## src/rtl/fifo_late_drain.sv

```systemverilog
// fifo_late_drain: 3-entry skid drain for a late-read FIFO; FIFO_DRAIN_LAST_EN adds the out_last frame counter
module fifo_late_drain #(
   parameter int DATAWIDTH = 18,
   parameter int FRAMELEN  = 256
) (
   input  logic                 clk,
   input  logic                 reset,
   input  logic                 flush,
   input  logic                 fifo_ne,
   input  logic [DATAWIDTH-1:0] fifo_rd_data,
   output logic                 fifo_re,
   output logic [DATAWIDTH-1:0] out_data,
   output logic                 out_valid,
   input  logic                 out_ready,
   output logic                 out_last,
   output logic                 err
);
   logic [1:0] occ, head, tail;
   logic re_d, cap, pop;
   logic [2:0] pend;
   logic [DATAWIDTH-1:0] mem [3];
   assign pend = {1'b0, occ} + {2'b0, re_d};
   assign fifo_re = fifo_ne && !flush && !reset && (pend <= 3'd2);
   assign cap = re_d;
   assign out_valid = occ != 2'd0;
   assign out_data = mem[head];
   assign pop = out_valid && out_ready;
   always_ff @(posedge clk) begin
      if (reset || flush) begin
         occ <= 2'd0;
         head <= 2'd0;
         tail <= 2'd0;
         re_d <= 1'b0;
      end else begin
         re_d <= fifo_re;
         occ <= (cap && !pop) ? occ + 2'd1 : (pop && !cap) ? occ - 2'd1 : occ;
         if (cap) tail <= (tail == 2'd2) ? 2'd0 : tail + 2'd1;
         if (pop) head <= (head == 2'd2) ? 2'd0 : head + 2'd1;
      end
   end
   always_ff @(posedge clk) begin
      if (reset) mem <= '{default: '0};
      else if (cap && !flush) mem[tail] <= fifo_rd_data;
   end
   always_ff @(posedge clk) begin
      if (reset) err <= 1'b0;
      else if (fifo_re && !fifo_ne) err <= 1'b1;
   end
`ifdef FIFO_DRAIN_LAST_EN
   logic [15:0] fcnt;
   assign out_last = out_valid && (fcnt == 16'(FRAMELEN - 1));
   always_ff @(posedge clk) begin
      if (reset || flush) fcnt <= 16'd0;
      else if (pop) fcnt <= out_last ? 16'd0 : fcnt + 16'd1;
   end
`else
   assign out_last = 1'b0 && (FRAMELEN > 0);
`endif
endmodule

```

## config.mk

```make
export PLATFORM = sky130hd
export DESIGN_NAME = fifo_late_drain
export DESIGN_NICKNAME = d
export VERILOG_FILES = /design/src/rtl/fifo_late_drain.sv
export SDC_FILE = /design/constraint.sdc
export NUM_CORES = 1
export LEC_CHECK = 0
export ABC_AREA = 1
export CELL_PAD_IN_SITES_DETAIL_PLACEMENT = 0
export CELL_PAD_IN_SITES_GLOBAL_PLACEMENT = 1
export CORE_ASPECT_RATIO = 1.2
export CORE_MARGIN = 10
export CORE_UTILIZATION = 34
export DETAILED_ROUTE_END_ITERATION = 10
export PLACE_DENSITY = 0.86
export SLEW_MARGIN = 20
export SYNTH_ARGS = -nofsm -noshare
export SYNTH_HDL_FRONTEND = slang
export SYNTH_SLANG_ARGS = --single-unit
```

## constraint.sdc

```tcl
create_clock -name clk -period 1.2 [get_ports clk]
set_clock_uncertainty 0.05 [all_clocks]
set_input_delay 0.24 -clock clk [delete_from_list [all_inputs] [get_ports clk]]
set_output_delay 0.24 -clock clk [all_outputs]
set_load 0.03 [all_outputs]
```

==> results of run 1 <==
==> routing by layer <==
| metal | share of wire | track usage | up-vias | routed length [um] |
|---|---|---|---|---|
| li1 | - | - | 1370 | - |
| met2 | 0.53 | 0.2554 | 72 | 4545 |
| met3 | 0.059 | 0.03817 | 15 | 504 |
| met4 | 0.019 | 0.04465 | 0 | 166 |
| met1 | 0.39 | 0.1480 | 1319 | 3387 |
| met5 | 0 | 0 | - | 0 |
==> worst reg2reg max path: cells and delay by family (launching register included) <==
| family | cells | cell delay, ns |
|---|---|---|
| simple gates | 3 | 0.27 |
| flops | 1 | 0.36 |
| compound gates | 1 | 0.12 |
| buf+inv | 4 | 0.48 |
==> synthesized netlist by cell type (2+ instances only) <==
cell type / instances
ha_1: 4
buf_4: 3
inv_2: 3
nor2_2: 2
inv_1: 12
nand2_1: 70
a21oi_1: 6
dfxtp_1: 62
o21ai_1: 20
clkbuf_1: 5
clkinv_4: 2
nand2_4: 2
o21ai_0: 35
nor2_4: 3
buf_6: 3
nor2_1: 116
nand3_1: 19
==> logic make-up after synthesis <==
group | after synthesis | share of synthesized area
other | 1 | 0.001402
AO/OA/AOI/OAI | 61 | 0.1141
adder cells (fa/ha/maj) | 4 | 0.01871
buffers and inverters | 33 | 0.07483
flip-flops | 62 | 0.4640
AND/OR/NAND/NOR | 214 | 0.3269
==> state kept, by name, summed over array words and instances (netlist names) <==
signal and flops:
occ 2, head 2, tail 2, err 1
cap 1, mem 54
==> power breakdown <==
part           internal [W]  switching, W  total (W)
logic              0.000304      0.000345   0.000649
registers           0.00208     0.0000200    0.00210
clock network       0.00107      0.000805    0.00188
==> stage by stage <==
step	worst slack, ns	instances	cell area [um2]	setup TNS [ns]
2_1_floorplan	-0.1455	375	3027	-0.8974
3_3_place_gp	-0.4548	519	3645	-22.37
3_5_place_dp	-0.4843	519	3645	-23.15
4_1_cts	-0.5558	546	4318	-20.02
5_1_grt	-0.5831	556	4667	-18.59
6_report	-0.5373	556	4667	-14.65
==> how the worst max path moves through the flow <==
| stage | from | end | slack, ns | cells after the start |
|---|---|---|---|---|
| global route | occ[0] | fifo_re | -0.58 | 6 |
| finish | head[0] | out_data[7] | -0.54 | 7 |
| global placement | flush | fifo_re | -0.45 | 5 |
| CTS | occ[0] | fifo_re | -0.56 | 6 |
| detailed placement | flush | fifo_re | -0.48 | 5 |
| floorplan | cap | fifo_re | -0.15 | 5 |
==> layout by cell type (no fill, tap or decap), drive strengths merged <==
| cell | n |
|---|---|
| nor2 | 121 |
| nand2 | 75 |
| dfxtp | 62 |
| buf | 58 |
| o21ai | 55 |
| clkdlybuf4s50 | 22 |
| inv | 21 |
| nand3 | 19 |
| clkbuf | 14 |
| a21oi | 6 |
| clkinv | 4 |
| ha | 4 |
| nand4 | 1 |
| conb | 1 |
| bufinv | 1 |
==> what timing repair did <==
item | in CTS | in global routing
gates resized for setup | 121 | 74
cloned | 4 | 6
pin swaps | 11 | 15
setup endpoints to repair | 76 | 78
setup buffers | 7 | 6
==> final cells by class <==
cell class | count | share of cell area
repair buffers | 81 | 0.2021
repair inverters | 5 | 0.01260
clock inverters | 3 | 0.008847
clock buffers | 13 | 0.03405
inverters | 18 | 0.02306
flip-flops and latches | 62 | 0.2689
well taps | 92 | 0.02466
multi-input cells | 282 | 0.4257
==> results.py, run 1 <==
metrics = {
    "outcome": {
        "status": "finished with violations",
        "violations": "negative setup slack",
    },
    "synthesis": {
        "async_reset_ff_frac": 0,
        "ys_ff_latch": 62,
        "synth_top_area_share": 0.4640,
        "synth_cells": 375,
        "synth_top_area_cell": "dfxtp_1",
        "synth_top_flop_cell": "dfxtp_1",
        "synth.distinct_cells": 25,
        "seq_area_frac_synth": 0.4640,
        "synth-edff-count": 0,
        "synthesis.area_um2": 2675,
        "synth_nets": 402,
        "yosysWarnings": 0,
        "synth_area_leaders": "dfxtp_1, nor2_1, nand2_1, o21ai_0, o21ai_1",
        "avgSynthCellArea_um2": 7.134,
    },
    "clock_tree": {
        "clock-sinks": 62,
        "cts-root-buf": "clkbuf_8",
        "cts_buffer_depth": 2,
        "clkLatencyLatePin_ns": 0.34,
        "cts_tree": "yes",
        "ctsHoldBuffers": 0,
        "cts-htree-levels": 3,
        "cts_inserted_buffers": 9,
        "clk_pin_slew_ns": 0.07,
    },
    "setup_path": {
        "slowest_stage": "dfxtp_4",
        "cp_cell_sequence": "inv_4, nor2_4, buf_12, buf_12, nand2_2, nand3_4, buf_6",
        "r2r_slack_ns": -0.19,
        "reg2reg_to": "mem[24]",
        "cp_num_buf_inv": 4,
        "cp.required_ns": 0.91,
        "arrival_ns": 1.45,
        "ff2ff_path_depth": 8,
        "reg2reg_from": "cap",
        "cpPeakStageDelay_ns": 0.39,
        "cp-start-kind": "flop",
        "criticalPathCategory": "reg -> out",
        "cp_max_fo": 8,
        "cp_common_cell": "buf_12",
        "critPathCaptureType": "output pin",
        "cpLargestDelayFamily": "buffers and inverters",
    },
    "global_route": {
        "antenna_found_initial": 0,
        "grt_pass1_vias": 2708,
        "track_usage": 0.1384,
        "gr-total-overflow": 0,
        "grt_max_degree": 55,
        "grt_pass1_wl_um": 13000,
    },
    "routing": {
        "wl_um": 8603,
        "ant_nets": 0,
        "via_per_inst": 4.993,
        "dr.pass1.iters": 4,
        "wl_per_cell_um": 15.47,
        "drc": 0,
        "drtIter0Drc": 72,
        "vias": 2776,
    },
    "final_layout": {
        "drive_gt1_frac": 0.4914,
        "fin_nets": 486,
        "synthToLayoutAreaGrowth_pct": 74.46,
        "seqCellArea_um2": 1255,
        "fill_cells": 644,
        "utilization": 0.6090,
        "antenna_cells": 0,
        "multi_input_area_um2": 1987,
    },
    "hold_path": {
        "worstHoldStart": "err",
        "min_path_cells": 2,
        "hold_path_class": "reg -> reg",
        "min_to": "err",
    },
    "floorplan": {
        "initial_utilization": 0.3491,
        "dieArea_um2": 11830,
        "io_pins": 45,
        "rows": 35,
        "coreArea_um2": 7664,
        "die_h_um": 117.2,
        "die_w_um": 101.0,
    },
    "sta": {
        "setup_viol": 59,
        "fmax_mhz": 575.6,
        "worst_hold_slack_ns": 0.3777,
        "finalWorstSetupSlack_ns": -0.5373,
        "layout_min_cycle_time_ns": 1.737,
        "rsz0062_at_grt": "yes",
        "slew_violations": 0,
        "hold_viol": 0,
        "fin_crit_sh": 1.448,
    },
    "run": {
        "max_cap_viol_count": 0,
    },
    "pwr": {
        "finalPower_w": 0.004629,
        "power_density_nw_per_um2": 991.8,
        "p_leak_nw": 2.224,
        "ir_drop_v": 0.0005607,
    },
    "place": {
        "portBuffers": 43,
        "place_congestion": 0.7508,
        "hpwl_um": 4933,
    },
}
Note: power is estimated with default switching activity, not from simulation.
==> inputs of run 2 (changes only) <==
--- a/config.mk
+++ b/config.mk
@@ -10,9 +10,9 @@
 export CELL_PAD_IN_SITES_GLOBAL_PLACEMENT = 1
 export CORE_ASPECT_RATIO = 1.2
 export CORE_MARGIN = 10
-export CORE_UTILIZATION = 34
+export CORE_UTILIZATION = 40
 export DETAILED_ROUTE_END_ITERATION = 10
-export PLACE_DENSITY = 0.86
+export PLACE_DENSITY = 0.94
 export SLEW_MARGIN = 20
 export SYNTH_ARGS = -nofsm -noshare
 export SYNTH_HDL_FRONTEND = slang
==> constraint.sdc (replaced) <==
create_clock -name clk -period 2.1 [get_ports clk]
set_clock_uncertainty 0.05 [all_clocks]
set_input_delay 0.42 -clock clk [delete_from_list [all_inputs] [get_ports clk]]
set_output_delay 0.42 -clock clk [all_outputs]
set_load 0.03 [all_outputs]
==> run 2 against run 1 <==
Net effect:
- the run now ends clean
- register-to-register slack improved by 0.84 ns
- first-iteration DRC count increased by 56%
- worst hold slack got worse by 0.0075 ns
- non-clock buffer count decreased by 29
- sequential share of layout area increased by 10 points
- via count decreased by 11%
==> results.py, run 2 (synthesis gave the netlist of run 1 again) <==
metrics = {
    "clock_tree": {
        "ctsHoldBuffers": 0,
        "cts_buffer_depth": 2,
        "clkLatencyLatePin_ns": 0.33,
        "cts_inserted_buffers": 9,
        "clk_pin_slew_ns": 0.06,
        "clock-sinks": 62,
        "cts-htree-levels": 3,
        "cts-root-buf": "clkbuf_8",
        "cts_tree": "yes",
    },
    "final_layout": {
        "fin_area_um2": 3361,
        "antenna_cells": 0,
        "final_common_cell": "nor2_1",
        "layout_common_cells": "nor2_1, nand2_1, dfxtp_1, o21ai_0, buf_4",
        "largest_register_ffs": 54,
        "largest_register": "mem",
        "fin_nets": 450,
        "synthToLayoutAreaGrowth_pct": 25.63,
        "drive_gt1_frac": 0.1429,
    },
    "sta": {
        "worst_hold_slack_ns": 0.3703,
        "hold_viol": 0,
        "fin_crit_sh": 0.9442,
        "finalWorstSetupSlack_ns": 0.1171,
        "setup_viol": 0,
        "layout_min_cycle_time_ns": 1.983,
        "fmax_mhz": 504.3,
        "slew_violations": 0,
    },
    "pwr": {
        "power_density_nw_per_um2": 730.3,
        "ir_drop_v": 0.0003836,
        "finalPower_w": 0.002454,
        "p_leak_nw": 1.366,
    },
    "global_route": {
        "antenna_found_initial": 0,
        "top_usage_layer": "met2",
        "grt_pass1_wl_um": 11050,
        "grt_max_degree": 55,
        "met2_usage": 0.2353,
        "track_usage": 0.1345,
        "gr-total-overflow": 0,
        "grt_pass1_vias": 2390,
        "grt_use_met3": 0.03615,
        "met1_usage": 0.1482,
    },
    "floorplan": {
        "die_w_um": 94.65,
        "coreArea_um2": 6486,
        "dieArea_um2": 10370,
        "io_pins": 45,
        "initial_utilization": 0.4124,
        "rows": 32,
        "die_h_um": 109.6,
    },
    "setup_path": {
        "reg2reg_from": "occ[0]",
        "r2r_slack_ns": 0.65,
        "arrival_ns": 1.51,
        "cp-start-kind": "flop",
        "cp_max_fo": 3,
        "ff2ff_path_depth": 9,
        "cp.required_ns": 1.63,
        "crit_path_start": "occ[0]",
        "critPathCaptureType": "output pin",
        "criticalPathCategory": "reg -> out",
    },
    "place": {
        "portBuffers": 43,
        "place_congestion": 0.7192,
        "hpwl_um": 4344,
        "place_area_um2": 3134,
        "pre_cts_ws_ns": 0.1631,
    },
    "routing": {
        "vias": 2465,
        "dr.pass1.iters": 5,
        "wl_um": 6715,
        "wl_per_cell_um": 13.12,
        "drtIter0Drc": 112,
        "ant_nets": 0,
        "drc": 0,
        "via_per_inst": 4.814,
    },
    "hold_path": {
        "hold_path_class": "reg -> reg",
        "worstHoldStart": "err",
        "min_path_cells": 2,
    },
    "outcome": {
        "status": "complete, no violations",
    },
    "run": {
        "max_cap_viol_count": 0,
    },
}
run 2: cell count changes in the layout (fill, tap and decap cells not counted), sizes merged:
cell	before	now
buf	58	28
inv	21	16
clkbuf	14	11
nand2	75	73
clkdlybuf4s50	22	23
clkinvlp	0	1
dlymetal6s2s	0	1
run 2: final cells by class:
cell class	count	area, um2
multi-input combinational	280	1250
fill	701	3126
timing repair buffer	52	490.5
clock buffer	11	141.4
tap	85	106.4
sequential	62	1245
clock inverter	4	47.55
inverter	18	80.08
run 2: metrics by stage:
stage                       TNS, ns    util  cells
after detailed placement          0  0.4832    495
after floorplan                   0       -    375
after global placement            0  0.4832    495
final                             0  0.5181    512
after CTS                         0  0.5152    512
after global routing      -0.001329  0.5181    512
run 2: routing by layer:
| layer | routed length, um | vias to the layer above |
|---|---|---|
| li1 | - | 1282 |
| met3 | 372 | 9 |
| met5 | 0 | - |
| met1 | 2947 | 1120 |
| met2 | 3290 | 54 |
| met4 | 104 | 0 |
run 2: worst max-delay path, cell delays in order, from the launching register on:
cell	delay [ns]
dfxtp_2	0.37
ha_4	0.15
inv_1	0.04
ha_1	0.27
a21oi_2	0.14
nor2_1	0.05
buf_4	0.16
run 2: repair_timing:
item	4_1_cts	5_1_grt
gates cloned	0	0
resized for setup	1	6
endpoints found under the setup margin	12	7
pin swaps	1	1
hold endpoints to repair	0	0
setup buffers	2	0
run 2: power by group:
part           switching (W)  total (W)  internal [W]
Sequential        0.00000973    0.00120       0.00119
Combinational       0.000129   0.000230      0.000101
Clock               0.000452    0.00102      0.000570
Total               0.000591    0.00245       0.00186
run 2: path summary, 6_finish.rpt:
| check | to |
|---|---|
| max | fifo_re |
| max reg2reg | occ[1] |
| min reg2reg | err |
| min | err |
